===== src/rtl/mul_arb_pkg.sv =====
// Shared constants for the multiplier arbiter: FSM state encodings and default sizing.
package mul_arb_pkg;

  localparam int NUM_REQ_D = 4;
  localparam int W_D       = 4;
  localparam int ID_W_D    = 2;

  localparam logic [1:0] ST_IDLE = 2'd0;
  localparam logic [1:0] ST_MUL  = 2'd1;
  localparam logic [1:0] ST_RESP = 2'd2;

endpackage


===== src/rtl/mul_arb_if.sv =====
// Request/response bundle between client blocks (master) and the multiplier arbiter (slave).
interface mul_arb_if #(
  parameter int NUM_REQ = mul_arb_pkg::NUM_REQ_D,
  parameter int W       = mul_arb_pkg::W_D,
  parameter int ID_W    = mul_arb_pkg::ID_W_D
) ();

  logic [NUM_REQ-1:0]   req_valid;
  logic [NUM_REQ*W-1:0] req_a;
  logic [NUM_REQ*W-1:0] req_b;
  logic [NUM_REQ-1:0]   req_ready;
  logic                 rsp_valid;
  logic [ID_W-1:0]      rsp_id;
  logic [2*W-1:0]       rsp_y;
  logic                 rsp_ready;
  logic                 busy;

  modport master (
    output req_valid, req_a, req_b, rsp_ready,
    input  req_ready, rsp_valid, rsp_id, rsp_y, busy
  );

  modport slave (
    input  req_valid, req_a, req_b, rsp_ready,
    output req_ready, rsp_valid, rsp_id, rsp_y, busy
  );

endinterface


===== src/rtl/mul.sv =====
// Existing signed combinational multiplier datapath, full-width product.
module mul #(
  parameter int W = 4
) (
  input  logic signed [W-1:0]   a,
  input  logic signed [W-1:0]   b,
  output logic signed [2*W-1:0] y
);

  assign y = a * b;

endmodule


===== src/rtl/rr_arbiter.sv =====
// Combinational round-robin picker: first set request at or after ptr, wrapping modulo NUM_REQ.
module rr_arbiter #(
  parameter int NUM_REQ = 4,
  parameter int ID_W    = 2
) (
  input  logic [NUM_REQ-1:0] req,
  input  logic [ID_W-1:0]    ptr,
  output logic [NUM_REQ-1:0] gnt,
  output logic [ID_W-1:0]    idx,
  output logic               any
);

  // scan from ptr upward; the first hit masks every later candidate
  always_comb begin
    logic [ID_W-1:0] j_s;
    logic            hit_s;
    gnt   = '0;
    idx   = '0;
    any   = 1'b0;
    j_s   = '0;
    hit_s = 1'b0;
    for (int i = 0; i < NUM_REQ; i++) begin
      j_s      = ID_W'((int'(ptr) + i) % NUM_REQ);
      hit_s    = req[j_s] & ~any;
      gnt[j_s] = gnt[j_s] | hit_s;
      idx      = hit_s ? j_s : idx;
      any      = any | hit_s;
    end
  end

endmodule


===== src/rtl/mul_arbiter.sv =====
// Round-robin sharing of one signed multiplier among NUM_REQ requesters.
// IDLE grants and captures operands, MUL registers the product, RESP holds it until accepted.
module mul_arbiter
  import mul_arb_pkg::*;
#(
  parameter int NUM_REQ = NUM_REQ_D,
  parameter int W       = W_D,
  parameter int ID_W    = ID_W_D
) (
  input logic        clk,
  input logic        rst_n,
  mul_arb_if.slave   bus
);

  localparam logic [ID_W-1:0] LAST_ID = ID_W'(NUM_REQ - 1);

  logic [1:0]         state_r;
  logic [ID_W-1:0]    ptr_r;
  logic [ID_W-1:0]    cur_id_r;
  logic [W-1:0]       op_a_r;
  logic [W-1:0]       op_b_r;
  logic [2*W-1:0]     rsp_y_r;
  logic [ID_W-1:0]    rsp_id_r;
  logic               rsp_valid_r;
  logic               busy_r;

  logic [NUM_REQ-1:0] gnt_s;
  logic [ID_W-1:0]    idx_s;
  logic               any_s;
  logic [NUM_REQ-1:0] req_ready_s;
  logic [2*W-1:0]     prod_s;
  logic [W-1:0]       a_arr_s [NUM_REQ];
  logic [W-1:0]       b_arr_s [NUM_REQ];

  for (genvar gi = 0; gi < NUM_REQ; gi++) begin : g_unpack
    assign a_arr_s[gi] = bus.req_a[gi*W +: W];
    assign b_arr_s[gi] = bus.req_b[gi*W +: W];
  end

  rr_arbiter #(
    .NUM_REQ (NUM_REQ),
    .ID_W    (ID_W)
  ) u_rr (
    .req (bus.req_valid),
    .ptr (ptr_r),
    .gnt (gnt_s),
    .idx (idx_s),
    .any (any_s)
  );

  mul #(
    .W (W)
  ) u_mul (
    .a (op_a_r),
    .b (op_b_r),
    .y (prod_s)
  );

  // grants are only offered while idle so a stalled response never admits new work
  always_comb begin
    req_ready_s = '0;
    if (state_r == ST_IDLE) begin
      req_ready_s = gnt_s;
    end else begin
      req_ready_s = '0;
    end
  end

  // sequencing: grant/capture, product registration, response hold
  always_ff @(posedge clk or negedge rst_n) begin
    if (!rst_n) begin
      state_r     <= ST_IDLE;
      ptr_r       <= '0;
      cur_id_r    <= '0;
      op_a_r      <= '0;
      op_b_r      <= '0;
      rsp_y_r     <= '0;
      rsp_id_r    <= '0;
      rsp_valid_r <= 1'b0;
      busy_r      <= 1'b0;
    end else begin
      case (state_r)
        ST_IDLE: begin
          if (any_s) begin
            op_a_r   <= a_arr_s[idx_s];
            op_b_r   <= b_arr_s[idx_s];
            cur_id_r <= idx_s;
            ptr_r    <= (idx_s == LAST_ID) ? '0 : idx_s + ID_W'(1);
            state_r  <= ST_MUL;
            busy_r   <= 1'b1;
          end else begin
            state_r  <= ST_IDLE;
          end
        end
        ST_MUL: begin
          rsp_y_r     <= prod_s;
          rsp_id_r    <= cur_id_r;
          rsp_valid_r <= 1'b1;
          state_r     <= ST_RESP;
        end
        ST_RESP: begin
          if (bus.rsp_ready) begin
            rsp_valid_r <= 1'b0;
            busy_r      <= 1'b0;
            state_r     <= ST_IDLE;
          end else begin
            state_r     <= ST_RESP;
          end
        end
        default: begin
          rsp_valid_r <= 1'b0;
          busy_r      <= 1'b0;
          state_r     <= ST_IDLE;
        end
      endcase
    end
  end

  assign bus.req_ready = req_ready_s;
  assign bus.rsp_valid = rsp_valid_r;
  assign bus.rsp_id    = rsp_id_r;
  assign bus.rsp_y     = rsp_y_r;
  assign bus.busy      = busy_r;

endmodule


===== src/flat_wrapper.sv =====
// flat-port wrapper written by rule: the top's interface ports become plain ports
module mul_arbiter_flat import mul_arb_pkg::*;
#(
  parameter int NUM_REQ = NUM_REQ_D,
  parameter int W       = W_D,
  parameter int ID_W    = ID_W_D
)
  (clk, rst_n, bus_req_valid, bus_req_a, bus_req_b, bus_rsp_ready, bus_req_ready, bus_rsp_valid, bus_rsp_id, bus_rsp_y, bus_busy);
  mul_arb_if #(.NUM_REQ(NUM_REQ), .W(W), .ID_W(ID_W)) bus_i ();
  input logic clk;
  input logic rst_n;
  input wire logic [$bits(bus_i.req_valid)-1:0] bus_req_valid;
  input wire logic [$bits(bus_i.req_a)-1:0] bus_req_a;
  input wire logic [$bits(bus_i.req_b)-1:0] bus_req_b;
  input wire logic [$bits(bus_i.rsp_ready)-1:0] bus_rsp_ready;
  output wire logic [$bits(bus_i.req_ready)-1:0] bus_req_ready;
  output wire logic [$bits(bus_i.rsp_valid)-1:0] bus_rsp_valid;
  output wire logic [$bits(bus_i.rsp_id)-1:0] bus_rsp_id;
  output wire logic [$bits(bus_i.rsp_y)-1:0] bus_rsp_y;
  output wire logic [$bits(bus_i.busy)-1:0] bus_busy;
  assign bus_i.req_valid = bus_req_valid;
  assign bus_i.req_a = bus_req_a;
  assign bus_i.req_b = bus_req_b;
  assign bus_i.rsp_ready = bus_rsp_ready;
  assign bus_req_ready = bus_i.req_ready;
  assign bus_rsp_valid = bus_i.rsp_valid;
  assign bus_rsp_id = bus_i.rsp_id;
  assign bus_rsp_y = bus_i.rsp_y;
  assign bus_busy = bus_i.busy;
  mul_arbiter #(.NUM_REQ(NUM_REQ), .W(W), .ID_W(ID_W)) u_core (.clk(clk), .rst_n(rst_n), .bus(bus_i));
endmodule

===== config.mk =====
export PLATFORM = sky130hd
export DESIGN_NAME = mul_arbiter_flat
export DESIGN_NICKNAME = d
export VERILOG_FILES = /design/src/rtl/mul_arb_pkg.sv /design/src/rtl/mul_arb_if.sv /design/src/rtl/mul.sv /design/src/rtl/rr_arbiter.sv /design/src/rtl/mul_arbiter.sv /design/src/flat_wrapper.sv
export SDC_FILE = /design/constraint.sdc
export NUM_CORES = 1
export LEC_CHECK = 0
export ABC_AREA = 1
export BUFFER_PORTS_ARGS = -buffer_cell sky130_fd_sc_hd__buf_2
export CORE_ASPECT_RATIO = 0.5
export CORE_MARGIN = 2
export CORE_UTILIZATION = 59
export CTS_CLUSTER_DIAMETER = 200
export DETAILED_ROUTE_END_ITERATION = 10
export GPL_TIMING_DRIVEN = 0
export PLACE_DENSITY = 0.94
export SLEW_MARGIN = 20
export SYNTH_ARGS = -nofsm -noshare
export SYNTH_HDL_FRONTEND = slang
export SYNTH_SLANG_ARGS = --single-unit

===== constraint.sdc =====
create_clock -name clk -period 5.3 [get_ports clk]
set_input_delay 1.325 -clock clk [delete_from_list [all_inputs] [get_ports clk]]
set_output_delay 1.325 -clock clk [all_outputs]
set_load 0.02 [all_outputs]

==> results.cfg, run 1 <==
[run_status]
status = complete, no violations

[global_route]
grtUsageTotal_pct = 25.3
use_met2_pct = 48.9
grt_pass1_wl_mm = 9.46
use_met3_pct = 2.96
antenna_found_initial = 0
grt_busiest_layer = met2
grt_util_met1_pct = 29.3
first_global_vias = 2332
grt_overflow = 0
grt_max_degree = 27

[setup_path]
path_buf_inv = 5
worstPathArrival_ns = 3.30
crit_family = simple AND/OR/NAND/NOR gates
cpPeakStageDelay_ns = 0.29
cpMaxStageDelayCell = o21ai_0
critPathKind = input pin to output pin
crit_path_frequent_cell = nand3_1
crit_path_max_fanout = 6
critPathCaptureType = output pin
start_kind = input pin
crit_cells = 18
ff2ff_path_depth = 13
crit_chain = buf_2, inv_1, o21ai_0, o21ai_2, or2_1, buf_6, nand3_1, nand3_1, nand3_1, nand2_2, nand3_1, nand3_1, nand3_1, nand2_2, nand3_1, nand2_1, inv_1, buf_2
worstPathRequired_ns = 3.97
reg2reg_slack_ns = 1.57

[sta]
hold_viol = 0
worst_pin_slew_ns = 0.568
fmax_mhz = 216
final.min_clock_period_ns = 4.63
relSlewSlack_pct = 62.2
fin_skew_ns = 0.00447
rsz0062_at_grt = no
drv_slew = 0
finalCritPeriodShare_pct = 87.3
finalSetupTns_ns = 0
setup_violations = 0

[floorplan]
die_h_um = 48.6
die_area_mm2 = 0.00453
io_pins = 55
rows = 16
core_area_mm2 = 0.00386
die_x_um = 93.2
initial_core_util_pct = 60.7

[logic_synthesis]
ys_async_sr_fraction_pct = 100
netlist_top_cells_area = dfrtp_1 (28%), nand2_1 (12%), ha_1 (9.1%)
yosysWarnings = 0
synth-seq-cells = 26
syn_inst = 330
synth_area_leader_cell = dfrtp_1
synthesis.area_mm2 = 0.00234
synth-edff-count = 0
synth-main-ff-cell = dfrtp_1
yosysTopAreaCellShare_pct = 27.7
syn_area_per_cell_um2 = 7.11
syn-num-nets = 395
synth_cell_type_count = 29
ys_seq_area_share_pct = 27.7

[hold_path]
hold_class = register to register
hold_depth = 2

[finish]
nNetsFinal = 454
post-route-util_pct = 71.3
layout-drive-gt1-share_pct = 20.9
area_growth_pct = 17.4
num_antenna_cells = 0
fillers = 306

[clocking]
path_clk_slew_ns = 0.09
cts_made_buffers = 3
numClockSinks = 26
cts_resized = 0
postCtsSetupRepairBufs = 0
clk_latency_ns = 0.27
ctsHoldBuffers = 0
cts-root-buf = clkbuf_8
ctsLongestPathBuffers = 2
htreeDepth = 1
cts_tree = yes

[run]
maxCapViolations = 0

[routing]
viasPerCell = 5.43
drc = 0
drt_iter0_drc = 149
first_pass_iters = 5
routed_wl_mm = 5.70
vias = 2402
wire_per_inst_um = 12.9
ant_nets = 0

[place]
place.gp.congestion = 0.924
dp_hpwl_mm = 4.65
io_buffers = 54
-- cells in the final DEF (no fill, tap or decap), drive strengths merged --
cell type	n
nand2	78
a21oi	9
xor2	2
bufinv	1
nand3b	1
dfrtp	26
clkbuf	7
fa	9
nand3	40
o22ai	3
nor2	41
ha	17
buf	60
or2	2
o21ai	33
xnor2	4
o221ai	1
inv	48
a31oi	6
-- Yosys cell counts (2+ instances only) --
cell type  count
a21oi_1        9
a31oi_1        6
buf_4          2
buf_6          3
clkbuf_1       4
dfrtp_1       26
fa_1           9
ha_1          17
inv_1         46
nand2_1       72
nand2_2        5
nand3_1       39
nor2_1        36
nor2_2         5
o21ai_0       27
o21ai_1        4
o21ai_2        2
o22ai_1        3
xnor2_1        4
xor2_1         2
-- cells by family (layout without fill, tap and decap cells) --
group | Yosys count | after routing | share of synthesized area (%)
AO/OA/AOI/OAI | 52 | 52 | 12.1
flip-flops | 26 | 26 | 27.7
AND/OR/NAND/NOR | 162 | 162 | 30.0
buffers and inverters | 58 | 116 | 11.2
adder cells (fa/ha/maj) | 26 | 26 | 16.8
XOR/XNOR | 6 | 6 | 2.24
-- tightest hold or removal path, cell delays in order (launching register included) --
cell,delay [ns]
dfrtp_1,0.35
nand2_1,0.06
nand2_1,0.05
-- state kept, by name (all words and copies together) (netlist names) --
name and flops:
u_core.state_r 2, u_core.bus.rsp_y 8, u_core.ptr_r 2, u_core.bus.rsp_valid 1, u_core.op_a_r 4, u_core.cur_id_r 2, u_core.op_b_r 4, u_core.bus.busy 1
u_core.bus.rsp_id 2
-- metal layers --
metal / vias to the layer above / share of wire (%)
li1: 1179 / -
met1: 1122 / 41
met2: 91 / 53
met3: 10 / 4.7
met4: 0 / 1.3
met5: - / 0
-- final timing paths --
kind | startpoint | end
min in group asynchronous | rst_n | u_core.state_r[1]
worst min-delay path | u_core.bus.rsp_y[2] | u_core.bus.rsp_y[2]
worst min register to register | u_core.bus.rsp_y[2] | u_core.bus.rsp_y[2]
max in group asynchronous | rst_n | u_core.op_b_r[1]
worst max register to register | u_core.op_b_r[3] | u_core.bus.rsp_y[7]
worst max-delay path | bus_req_valid[1] | bus_req_ready[2]
-- final cells by class --
type                       instances  area (µm²)  share of cell area [%]
multi-input combinational        246        1430                    52.0
sequential                        26         651                    23.6
timing repair buffer              54         270                    9.81
inverter                          48         183                    6.63
buffer                            10        78.8                    2.86
tap                               54        67.6                    2.45
clock buffer                       3        41.3                    1.50
clock inverter                     1        30.0                    1.09
-- through the flow --
step,cell area (µm²),hold slack [ns],worst slack [ns],cells
2_1_floorplan,2340,0.478,1.12,330
3_3_place_gp,2680,0.449,0.869,438
3_5_place_dp,2680,0.455,0.708,438
4_1_cts,2750,0.478,0.702,442
5_1_grt,2750,0.499,0.496,442
6_report,2750,0.475,0.671,442
Power of run 1 is left out: the tool's default activity adds up to more than one toggle a clock period on the data nets, which glitch-free logic cannot reach.
==> inputs of run 2 (changes only) <==
--- a/config.mk
+++ b/config.mk
@@ -14,6 +14,7 @@
 export DETAILED_ROUTE_END_ITERATION = 10
 export GPL_TIMING_DRIVEN = 0
 export PLACE_DENSITY = 0.94
+export RECOVER_POWER = 25
 export SLEW_MARGIN = 20
 export SYNTH_ARGS = -nofsm -noshare
 export SYNTH_HDL_FRONTEND = slang
==> results.cfg, run 2 (synthesis results as in run 1) <==
[run_status]
status = complete, no violations

[sta]
fin_skew_ns = 0.00152
finalSetupTns_ns = 0
worst_pin_slew_ns = 1.36
relSlewSlack_pct = 9.24
rsz0062_at_grt = no
finalCritPeriodShare_pct = 87.4
drv_slew = 0
fmax_mhz = 216
final.min_clock_period_ns = 4.63
setup_violations = 0
hold_viol = 0

[setup_path]
worstPathArrival_ns = 3.31
ff2ff_path_depth = 13
reg2reg_slack_ns = 1.57
cpPeakStageDelay_ns = 0.29
start_kind = input pin
crit_path_frequent_cell = nand3_1
crit_start = bus_req_valid[1]
worstPathRequired_ns = 3.97
timing.rr.start = u_core.op_b_r[3]
endpoint = bus_req_ready[2]
cpMaxStageDelayCell = o21ai_0
crit_chain = buf_2, inv_1, o21ai_0, o21ai_2, or2_1, buf_6, nand3_1, nand3_1, nand3_1, nand2_2, nand3_1, nand3_1, nand3_1, nand2_2, nand3_1, nand2_1, inv_1, buf_2
crit_path_max_fanout = 6
r2r-end = u_core.bus.rsp_y[7]
critPathCaptureType = output pin
critPathKind = input pin to output pin

[routing]
routed_wl_mm = 5.67
ant_nets = 0
wire_per_inst_um = 12.8
top_layer = met4
drc = 0
wl_met2_mm = 2.99
first_pass_iters = 6
vias = 2404
wl_met3_um = 265
met1_length_mm = 2.34
viasPerCell = 5.44
drt_iter0_drc = 161

[finish]
fillers = 307
final_common_cell = nand2_1
layout_common_cells = nand2_1 (72), buf_2 (53), inv_1 (46)
area_growth_pct = 17.4
largest_reg_flops = 8
nNetsFinal = 454
num_antenna_cells = 0
layout-drive-gt1-share_pct = 20.6

[clocking]
cts_resized = 0
cts_made_buffers = 3
cts-root-buf = clkbuf_8
numClockSinks = 26
htreeDepth = 1
postCtsSetupRepairBufs = 0
ctsLongestPathBuffers = 2
cts_tree = yes
ctsHoldBuffers = 0
clk_latency_ns = 0.27
path_clk_slew_ns = 0.09

[global_route]
grtUsageTotal_pct = 25.3
first_global_vias = 2332
grt_pass1_wl_mm = 9.46
grt_max_degree = 27
antenna_found_initial = 0
grt_overflow = 0

[hold_path]
hold_class = register to register
hold_depth = 2

[floorplan]
rows = 16
die_h_um = 48.6
die_x_um = 93.2
initial_core_util_pct = 60.7
core_area_mm2 = 0.00386
die_area_mm2 = 0.00453
io_pins = 55

[place]
io_buffers = 54
dp_hpwl_mm = 4.65
place.gp.congestion = 0.924

[run]
maxCapViolations = 0
[run 2: critical path: cells and delay by family]
family	cells	cell delay, ns
compound gates	2	0.41
buf+inv	5	0.45
simple gates	11	1.10
[run 2: worst min-delay path by stage]
stage	startpoint	to	slack [ns]
floorplan	u_core.cur_id_r[0]	u_core.cur_id_r[0]	0.48
global placement	u_core.bus.rsp_y[4]	u_core.bus.rsp_y[4]	0.45
detailed placement	u_core.bus.rsp_y[2]	u_core.bus.rsp_y[2]	0.46
CTS	u_core.bus.rsp_y[2]	u_core.bus.rsp_y[2]	0.48
global route	u_core.bus.rsp_y[4]	u_core.bus.rsp_y[4]	0.50
finish	u_core.bus.rsp_y[2]	u_core.bus.rsp_y[2]	0.47
[run 2: final cells by class]
cell class	instances	area [µm²]	area share, %
repair buffers	54	269	9.77
multi-input cells	246	1430	52.0
clock inverters	1	30.0	1.09
well taps	54	67.6	2.45
plain buffers	10	78.8	2.86
inverters	48	183	6.64
clock buffers	3	41.3	1.50
flip-flops and latches	26	651	23.6
[run 2: stage by stage]
stage / std cells / hold WS [ns] / util [%] / area [µm²] / worst slack, ns
2_1_floorplan: 330 / 0.478 / - / 2340 / 1.12
3_3_place_gp: 438 / 0.449 / 69.4 / 2680 / 0.869
3_5_place_dp: 438 / 0.455 / 69.4 / 2680 / 0.708
4_1_cts: 442 / 0.478 / 71.3 / 2750 / 0.702
5_1_grt: 442 / 0.499 / 71.2 / 2750 / 0.496
6_report: 442 / 0.475 / 71.2 / 2750 / 0.668
[run 2: layer usage]
layer	GRT usage, %	vias to the layer above
met4	8.09	0
met3	2.96	10
met2	48.9	83
met1	29.3	1133
met5	0	-
li1	-	1178
Power of run 2 is left out for the same reason.
==> inputs of run 3 (changes only) <==
--- a/config.mk
+++ b/config.mk
@@ -7,13 +7,15 @@
 export LEC_CHECK = 0
 export ABC_AREA = 1
 export BUFFER_PORTS_ARGS = -buffer_cell sky130_fd_sc_hd__buf_2
+export CELL_PAD_IN_SITES_DETAIL_PLACEMENT = 0
+export CELL_PAD_IN_SITES_GLOBAL_PLACEMENT = 1
 export CORE_ASPECT_RATIO = 0.5
 export CORE_MARGIN = 2
-export CORE_UTILIZATION = 59
+export CORE_UTILIZATION = 41
 export CTS_CLUSTER_DIAMETER = 200
 export DETAILED_ROUTE_END_ITERATION = 10
 export GPL_TIMING_DRIVEN = 0
-export PLACE_DENSITY = 0.94
+export PLACE_DENSITY = 0.93
 export RECOVER_POWER = 25
 export SLEW_MARGIN = 20
 export SYNTH_ARGS = -nofsm -noshare
==> results.cfg, run 3 (synthesis results as in run 1) <==
[run_status]
status = complete, no violations

[routing]
ant_nets = 0
wire_per_inst_um = 11.6
drc = 0
viasPerCell = 4.92
first_pass_iters = 4
drt_iter0_drc = 103
routed_wl_mm = 5.34
vias = 2266

[sta]
finalCritPeriodShare_pct = 86.5
final.min_clock_period_ns = 4.59
relSlewSlack_pct = 10.6
hold-worst-slack_ns = 0.464
finalSetupTns_ns = 0
setup_violations = 0
hold_viol = 0
drv_slew = 0
fin_skew_ns = 0.00438
rsz0062_at_grt = no
worst_pin_slew_ns = 1.34
fmax_mhz = 218

[floorplan]
die_x_um = 111
rows = 19
initial_core_util_pct = 42.7
core_area_mm2 = 0.00549
die_area_mm2 = 0.00638
die_h_um = 57.5
io_pins = 55

[setup_path]
start_kind = input pin
ff2ff_path_depth = 13
worstPathArrival_ns = 3.26
crit_chain = buf_2, inv_1, o21ai_0, o21ai_2, or2_1, buf_6, nand3_1, nand3_1, nand3_1, nand2_2, nand3_1, nand3_1, nand3_1, nand2_2, nand3_1, nand2_1, inv_1, buf_2
critPathKind = input pin to output pin
crit_family = simple AND/OR/NAND/NOR gates
crit_cells = 18
critPathCaptureType = output pin
crit_start = bus_req_valid[1]
cpMaxStageDelayCell = o21ai_0
cpPeakStageDelay_ns = 0.30
crit_path_frequent_cell = nand3_1
worstPathRequired_ns = 3.97
timing.rr.start = u_core.op_b_r[3]
r2r-end = u_core.bus.rsp_y[7]
endpoint = bus_req_ready[3]
reg2reg_slack_ns = 1.58
crit_path_max_fanout = 6
path_buf_inv = 5

[place]
io_buffers = 54
dpl_cell_area_mm2 = 0.00271
dp_hpwl_mm = 4.31
place.gp.congestion = 0.890

[finish]
layout-drive-gt1-share_pct = 20.6
area_growth_pct = 19.9
design_area_mm2 = 0.00281
largest_reg_flops = 8
post-route-util_pct = 51.2
layout_common_cells = nand2_1 (72), buf_2 (53), inv_1 (46)
nNetsFinal = 454
final_common_cell = nand2_1
num_antenna_cells = 0

[global_route]
grt_overflow = 0
grt_max_degree = 27
first_global_vias = 2176
grtUsageTotal_pct = 17.3
grt_pass1_wl_mm = 9.25
antenna_found_initial = 0

[clocking]
cts_tree = yes
ctsLongestPathBuffers = 2
clk_latency_ns = 0.26
ctsHoldBuffers = 0
numClockSinks = 26
cts_made_buffers = 3
htreeDepth = 1
postCtsSetupRepairBufs = 0
cts_resized = 0
path_clk_slew_ns = 0.06
cts-root-buf = clkbuf_16

[hold_path]
hold_class = register to register

[run]
maxCapViolations = 0
[run 3: layer usage]
layer / part of all wire (%) / vias to the layer above / global-route usage, %
met2: 50 / 44 / 32.1
met5: 0 / - / 0
met1: 45 / 1043 / 21.6
li1: - / 1173 / -
met4: 1.1 / 0 / 5.00
met3: 3.9 / 6 / 2.44
[run 3: area by class of cell]
class,count,area (µm²)
buffer,10,78.8
clock buffer,3,75.1
clock inverter,1,30.0
fill,554,2680
inverter,48,183
multi-input combinational,246,1430
sequential,26,651
tap,73,91.3
timing repair buffer,54,269
[run 3: how the worst min path moves through the flow]
stage	from	to	slack [ns]	depth (start not counted)
final	u_core.bus.rsp_y[3]	u_core.bus.rsp_y[3]	0.46	2
after global routing	u_core.bus.rsp_y[4]	u_core.bus.rsp_y[4]	0.49	2
after CTS	u_core.bus.rsp_y[4]	u_core.bus.rsp_y[4]	0.47	2
after detailed placement	u_core.bus.rsp_y[4]	u_core.bus.rsp_y[4]	0.45	2
after global placement	u_core.bus.rsp_y[4]	u_core.bus.rsp_y[4]	0.45	2
after floorplan	u_core.cur_id_r[0]	u_core.cur_id_r[0]	0.48	2
[run 3: tightest hold or removal path, stage by stage (launching register included)]
cell and delay, ns:
dfrtp_1 0.34, nand2_1 0.05, nand2_1 0.04
[run 3: through the flow]
| step | setup slack [ns] | std cells |
|---|---|---|
| after global routing | 0.526 | 461 |
| final | 0.713 | 461 |
| after CTS | 0.728 | 461 |
| after floorplan | 1.12 | 330 |
| after detailed placement | 0.739 | 457 |
| after global placement | 0.820 | 457 |
Power of run 3 is left out for the same reason.
